## config.mk

```make
export PLATFORM = sky130hd
export DESIGN_NAME = pipe_stage_elastic
export DESIGN_NICKNAME = d
export VERILOG_FILES = /design/src/rtl/pipe_pkg.sv /design/src/rtl/pipe_slot.sv /design/src/rtl/pipe_stage_elastic.sv
export SDC_FILE = /design/constraint.sdc
export NUM_CORES = 1
export LEC_CHECK = 0
export ABC_AREA = 0
export ABC_CLOCK_PERIOD_IN_PS = 1600
export BUFFER_PORTS_ARGS = -buffer_cell sky130_fd_sc_hd__clkbuf_2
export CELL_PAD_IN_SITES_DETAIL_PLACEMENT = 1
export CELL_PAD_IN_SITES_GLOBAL_PLACEMENT = 2
export CORE_MARGIN = 1.5
export CORE_UTILIZATION = 28
export DETAILED_ROUTE_END_ITERATION = 10
export PLACE_DENSITY_LB_ADDON = 0.1
export SLEW_MARGIN = 20
export SYNTH_ARGS = -nofsm -noshare
export SYNTH_HDL_FRONTEND = slang
export SYNTH_SLANG_ARGS = --single-unit
```

## constraint.sdc

```tcl
create_clock -name clk -period 1.6 [get_ports clk]
set_clock_uncertainty 0.15 [all_clocks]
set_input_delay 0.08 -clock clk [delete_from_list [all_inputs] [get_ports clk]]
set_output_delay 0.08 -clock clk [all_outputs]
set_load 0.005 [all_outputs]
```

## src/rtl/pipe_pkg.sv

```systemverilog
// Shared types and per-boundary defaults for the elastic pipeline registers.
package pipe_pkg;

  // Occupancy of one elastic stage.
  typedef enum logic [1:0] {
    PS_EMPTY = 2'd0,
    PS_FULL  = 2'd1,
    PS_SKID  = 2'd2
  } pipe_state_t;

  // Per-slot command: bubble wins over load inside the slot.
  typedef struct packed {
    logic load;
    logic bubble;
  } slot_cmd_t;

  localparam slot_cmd_t SLOT_HOLD   = '{load: 1'b0, bubble: 1'b0};
  localparam slot_cmd_t SLOT_LOAD   = '{load: 1'b1, bubble: 1'b0};
  localparam slot_cmd_t SLOT_BUBBLE = '{load: 1'b0, bubble: 1'b1};

  // Default widths of a pipeline boundary.
  localparam int CTRL_W_DEFAULT = 16;
  localparam int DATA_W_DEFAULT = 160;

  // Bubble control words per boundary. A bubble must never write the
  // register file or memory, so all control-enable bits are zero.
  localparam logic [CTRL_W_DEFAULT-1:0] CTRL_BUBBLE_DE = '0;
  localparam logic [CTRL_W_DEFAULT-1:0] CTRL_BUBBLE_EM = '0;
  localparam logic [CTRL_W_DEFAULT-1:0] CTRL_BUBBLE_MW = '0;

endpackage

```

## src/rtl/pipe_slot.sv

```systemverilog
// One pipeline slot: valid flag plus control and payload registers.
// Used twice per stage, once as the visible output slot, once as the skid.
module pipe_slot
  import pipe_pkg::*;
#(
  parameter int                    CTRL_WIDTH  = 16,
  parameter int                    DATA_WIDTH  = 160,
  parameter logic [CTRL_WIDTH-1:0] CTRL_BUBBLE = '0,
  parameter bit                    CLEAR_DATA  = 1'b1
) (
  input  logic                  clk,
  input  logic                  rst,
  input  slot_cmd_t             cmd,
  input  logic [CTRL_WIDTH-1:0] ld_ctrl,
  input  logic [DATA_WIDTH-1:0] ld_data,
  output logic                  valid,
  output logic [CTRL_WIDTH-1:0] ctrl,
  output logic [DATA_WIDTH-1:0] data
);

  // Reset clears everything; bubble kills the entry; load captures a new one.
  always_ff @(posedge clk) begin
    if (rst) begin
      valid <= 1'b0;
      ctrl  <= CTRL_BUBBLE;
      data  <= '0;
    end else if (cmd.bubble) begin
      valid <= 1'b0;
      ctrl  <= CTRL_BUBBLE;
      if (CLEAR_DATA) data <= '0;
    end else if (cmd.load) begin
      valid <= 1'b1;
      ctrl  <= ld_ctrl;
      data  <= ld_data;
    end
  end

endmodule

```

## src/rtl/pipe_stage_elastic.sv

```systemverilog
// Elastic pipeline-boundary register with a 2-entry skid, flush-to-bubble
// and a saturating stall counter. All outputs come straight from flops.
//
// state    | meaning
// ---------+-----------------------------------------
// PS_EMPTY | output slot invalid, skid invalid
// PS_FULL  | output slot valid, skid invalid
// PS_SKID  | output slot valid, skid valid (in_ready=0)
module pipe_stage_elastic
  import pipe_pkg::*;
#(
  parameter int                    CTRL_WIDTH  = CTRL_W_DEFAULT,
  parameter int                    DATA_WIDTH  = DATA_W_DEFAULT,
  parameter logic [CTRL_WIDTH-1:0] CTRL_BUBBLE = '0,
  parameter bit                    CLEAR_DATA  = 1'b1,
  parameter int                    STALL_CNT_W = 16
) (
  input  logic                   clk,
  input  logic                   rst,
  input  logic                   flush,
  input  logic                   in_valid,
  output logic                   in_ready,
  input  logic [CTRL_WIDTH-1:0]  in_ctrl,
  input  logic [DATA_WIDTH-1:0]  in_data,
  output logic                   out_valid,
  input  logic                   out_ready,
  output logic [CTRL_WIDTH-1:0]  out_ctrl,
  output logic [DATA_WIDTH-1:0]  out_data,
  output logic [STALL_CNT_W-1:0] stall_cnt
);

  pipe_state_t           state;
  pipe_state_t           state_nxt;
  slot_cmd_t             out_cmd;
  slot_cmd_t             skid_cmd;
  logic                  out_from_skid;
  logic                  acc;
  logic                  take;
  logic                  skid_valid;
  logic [CTRL_WIDTH-1:0] skid_ctrl;
  logic [DATA_WIDTH-1:0] skid_data;
  logic [CTRL_WIDTH-1:0] out_ld_ctrl;
  logic [DATA_WIDTH-1:0] out_ld_data;

  assign acc  = in_valid && in_ready;
  assign take = out_valid && out_ready;

  // Output slot reloads from the skid when draining it, otherwise from upstream.
  assign out_ld_ctrl = out_from_skid ? skid_ctrl : in_ctrl;
  assign out_ld_data = out_from_skid ? skid_data : in_data;

  // Next-state and slot command decode; flush overrides every transfer.
  always_comb begin
    state_nxt     = state;
    out_cmd       = SLOT_HOLD;
    skid_cmd      = SLOT_HOLD;
    out_from_skid = 1'b0;
    if (flush) begin
      state_nxt = PS_EMPTY;
      out_cmd   = SLOT_BUBBLE;
      skid_cmd  = SLOT_BUBBLE;
    end else begin
      unique case (state)
        PS_EMPTY: begin
          if (acc) begin
            out_cmd   = SLOT_LOAD;
            state_nxt = PS_FULL;
          end
        end
        PS_FULL: begin
          if (take && acc) begin
            out_cmd = SLOT_LOAD;
          end else if (take) begin
            out_cmd   = SLOT_BUBBLE;
            state_nxt = PS_EMPTY;
          end else if (acc) begin
            skid_cmd  = SLOT_LOAD;
            state_nxt = PS_SKID;
          end
        end
        PS_SKID: begin
          if (take) begin
            out_cmd       = SLOT_LOAD;
            out_from_skid = 1'b1;
            skid_cmd      = SLOT_BUBBLE;
            state_nxt     = PS_FULL;
          end
        end
        default: begin
          state_nxt = PS_EMPTY;
          out_cmd   = SLOT_BUBBLE;
          skid_cmd  = SLOT_BUBBLE;
        end
      endcase
    end
  end

  // State register; in_ready is registered so upstream sees no combinational path.
  always_ff @(posedge clk) begin
    if (rst) begin
      state    <= PS_EMPTY;
      in_ready <= 1'b1;
    end else begin
      state    <= state_nxt;
      in_ready <= (state_nxt != PS_SKID);
    end
  end

  // Saturating count of cycles where a valid output is held by downstream.
  always_ff @(posedge clk) begin
    if (rst) begin
      stall_cnt <= '0;
    end else if (out_valid && !out_ready && (stall_cnt != '1)) begin
      stall_cnt <= stall_cnt + STALL_CNT_W'(1);
    end
  end

  pipe_slot #(
    .CTRL_WIDTH (CTRL_WIDTH),
    .DATA_WIDTH (DATA_WIDTH),
    .CTRL_BUBBLE(CTRL_BUBBLE),
    .CLEAR_DATA (CLEAR_DATA)
  ) u_out_slot (
    .clk    (clk),
    .rst    (rst),
    .cmd    (out_cmd),
    .ld_ctrl(out_ld_ctrl),
    .ld_data(out_ld_data),
    .valid  (out_valid),
    .ctrl   (out_ctrl),
    .data   (out_data)
  );

  pipe_slot #(
    .CTRL_WIDTH (CTRL_WIDTH),
    .DATA_WIDTH (DATA_WIDTH),
    .CTRL_BUBBLE(CTRL_BUBBLE),
    .CLEAR_DATA (CLEAR_DATA)
  ) u_skid_slot (
    .clk    (clk),
    .rst    (rst),
    .cmd    (skid_cmd),
    .ld_ctrl(in_ctrl),
    .ld_data(in_data),
    .valid  (skid_valid),
    .ctrl   (skid_ctrl),
    .data   (skid_data)
  );

  // The slot valid flags and the state encoding must never disagree.
  a_ready_tracks_skid: assert property (@(posedge clk) disable iff (rst)
    in_ready == !skid_valid);
  a_valid_tracks_state: assert property (@(posedge clk) disable iff (rst)
    out_valid == (state != PS_EMPTY));

endmodule

```

==> impl_metrics.json <==
{
  "status": "finished with violations",
  "violations": "negative setup slack",
  "hold_depth": 4,
  "num_rows": 85,
  "period_minus_slack_ps": 1890,
  "grt_pass1_vias": 17023,
  "boundaryPins": 375,
  "crit_fanout": 12,
  "tns_ps": -56420,
  "synthesis.nets": 2060,
  "rsz0062_at_grt": "yes",
  "worstPathRequired_ps": 1920,
  "h-tree-depth": 2,
  "grt_pass1_wl_um": 97400,
  "synth_cells": 1878,
  "start_util_pct": 28.5,
  "final_nets": 2732,
  "drt_wl_total_um": 64600,
  "drv_cap": 0,
  "synth-seq-area-share_pct": 48.4,
  "fillers": 6261,
  "yosys_warnings": 0,
  "vias": 15903,
  "path_cells": "and4b_4 > buf_6 > a22oi_4 > buf_6 > buf_12 > buf_12 > a21oi_1 > a211oi_1",
  "die-area_um2": 56300,
  "clock_path_buffers": 3,
  "slowest_delay_ps": 360,
  "start_kind": "flop",
  "crit_arrival_ps": 2210,
  "max-slew-margin-rel_pct": 71.8,
  "place_hpwl_um": 42800,
  "numCtsBuffers": 45,
  "track_usage_pct": 21.8,
  "drtPass1Iterations": 5,
  "die_w_um": 237,
  "avgSynthCellArea_um2": 8.19,
  "wl_per_cell_um": 19.7,
  "grt_max_degree": 46,
  "antenna_found_initial": 3,
  "clock_sinks": 372,
  "drive_above_1_share_pct": 40.1,
  "root_buffer": "clkbuf_16",
  "async_reset_ff_share_pct": 0,
  "synth_top_area_share_pct": 48.4,
  "cp_slowest_cell": "dfxtp_4",
  "drtAntennaViolNets": 0,
  "worst_pin_slew_ps": 421,
  "portBuffers": 374,
  "critical_path_class": "flop to flop",
  "post-route-drc-count": 0,
  "fmax_mhz": 528,
  "fin_util_pct": 46.0,
  "vdd_ir_drop_max_uv": 668,
  "hp-class": "primary input to flop",
  "fp.dieH_um": 237,
  "ys_dominant_reg_cell": "dfxtp_1",
  "place_congestion": 0.798,
  "path_clk_slew_ps": 60,
  "slew_violations": 0,
  "setup_viol": 361,
  "core-area_um2": 54000,
  "first_iter_violations": 523,
  "synth_cell_types": 56,
  "ff2ff_setup_slack_ps": -290,
  "synth_top_area_cell": "dfxtp_1",
  "syn2layout_area_growth_pct": 61.7,
  "powerDensity_nw_per_um2": 907,
  "fin_crit_sh_pct": 118,
  "synth_seq_cells": 372,
  "grt_overflow": 0,
  "synth_edf_count": 0,
  "syn-cell-area_um2": 15400,
  "crit_path_end_kind": "flop",
  "p_leak_uw": 0.00998,
  "worst_skew_pair.late_latency_ps": 560,
  "cts_tree": "done",
  "hold_viol": 0,
  "setup_slack_ps": -294,
  "synthTopCellsByArea": "dfxtp_1 (48%), nand2_1 (13%), a21oi_1 (11%)",
  "via_per_inst": 4.85,
  "reg2regPathDepth": 8
}
-- sequential cells by signal, indices dropped and copies added, names as in the netlist --
signal            flops
u_out_slot.ctrl      16
u_out_slot.data     160
u_skid_slot.ctrl     16
u_skid_slot.data    160
in_ready              1
stall_cnt            16
u_out_slot.valid      1
state                 2
-- timing repair --
item,CTS,global route
pin swaps,16,36
setup endpoints to repair,367,369
hold buffers,180,0
hold endpoints to repair,369,0
buffers inserted,16,13
cloned,7,14
gates resized for setup,41,152
-- worst paths after layout --
| path | start | to |
|---|---|---|
| worst max-delay path | u_out_slot.valid$_SDFFE_PP0P_ | u_out_slot.data[145]$_SDFFE_PP0P_ |
| worst min-delay path | out_ready | state[0]$_SDFF_PP0_ |
| worst min register to register | u_skid_slot.data[117]$_SDFFE_PP0P_ | u_skid_slot.data[117]$_SDFFE_PP0P_ |
| worst max register to register | u_out_slot.valid$_SDFFE_PP0P_ | u_out_slot.data[145]$_SDFFE_PP0P_ |
-- cells by family (layout without fill, tap and decap cells) --
group,after synthesis,in the layout,share of synthesized area [%]
fa+ha+maj,1,1,0.0814
flops,372,372,48.4
buf+inv,163,866,5.69
other cells,0,1,0
compound gates,566,566,25.7
mux,3,3,0.203
simple gates,773,774,19.9
-- layout make-up --
cell class                 count  area, um^2  area share (%)
tap                          696         871            3.50
timing repair buffer         784        6980            28.1
clock buffer                  68        1360            5.49
clock inverter                11        86.3           0.347
antenna                        1        2.50          0.0101
multi-input combinational   1344        8070            32.5
sequential                   372        7470            30.1
inverter                       3        11.3          0.0453
-- per-layer routing --
metal	share of wire, %	vias to the layer above	track usage (%)	wire, um
li1	-	7734	-	-
met1	46	7803	28.2	29500
met2	49	282	38.0	31800
met3	3.1	80	3.18	1980
met4	2.0	4	5.50	1310
met5	0.042	-	0	27
-- where the power goes --
| part | total [uW] | switching [uW] | internal, uW | leakage (uW) |
|---|---|---|---|---|
| clock | 10200 | 4180 | 6010 | 0.000721 |
| combinational | 2790 | 1450 | 1330 | 0.00624 |
| sequential | 9570 | 133 | 9440 | 0.00302 |
| total | 22600 | 5770 | 16800 | 0.00998 |
-- per-stage QoR --
step | cells | setup WS, ps | power [uW] | instance area, um^2 | hold slack, ps
global placement | 2971 | -227 | 12000 | 20000 | 154
floorplan | 1878 | -132 | 10900 | 16000 | 1.03
CTS | 3251 | -276 | 22700 | 23800 | 9.05
global route | 3279 | -349 | 23500 | 24900 | 102
finish | 3279 | -294 | 22600 | 24900 | 62.8
detailed placement | 2971 | -270 | 12000 | 20000 | 154
-- layout by cell type, fill, tap and decap left out, drive strengths merged, types with 2 or more instances in the layout --
cell type    instances
a211oi             175
dlygate4sd3        180
nor4                 5
nand3b               2
nand3                8
mux2i                2
o21ai                9
o31ai                2
and3                 6
dfxtp              372
or4                  2
nor2               183
or3                  4
nand2              543
and2                 2
nor3                 5
a31oi                2
clkbuf             453
nand4                2
a21oi              363
clkinv               9
a22o                 2
and4b                2
inv                  3
nor2b                4
buf                219
-- critical path: cells and delay by family (launching register included) --
family,cells,cell delay (ps)
buf+inv,4,580
compound gates,3,520
flops,1,360
simple gates,1,200
-- synthesized netlist by cell type, types with 2 or more instances --
master and number:
dfxtp_1 372, nand3_1 8, nor2_1 183, buf_2 77
a21oi_1 343, o31ai_1 2, buf_4 16, o21ai_0 8
nand3b_1 2, a21oi_2 20, a31oi_1 2, a211oi_1 69
and3_1 6, clkbuf_1 50, buf_1 2, buf_6 14
and2_1 2, nand2_1 541, a211oi_2 106, or4_1 2
nor4_1 4, a22o_1 2, inv_1 3, mux2i_1 2
nor3_1 5, nor2b_1 4, or3_1 4
Power figures use the tool's default switching activity.
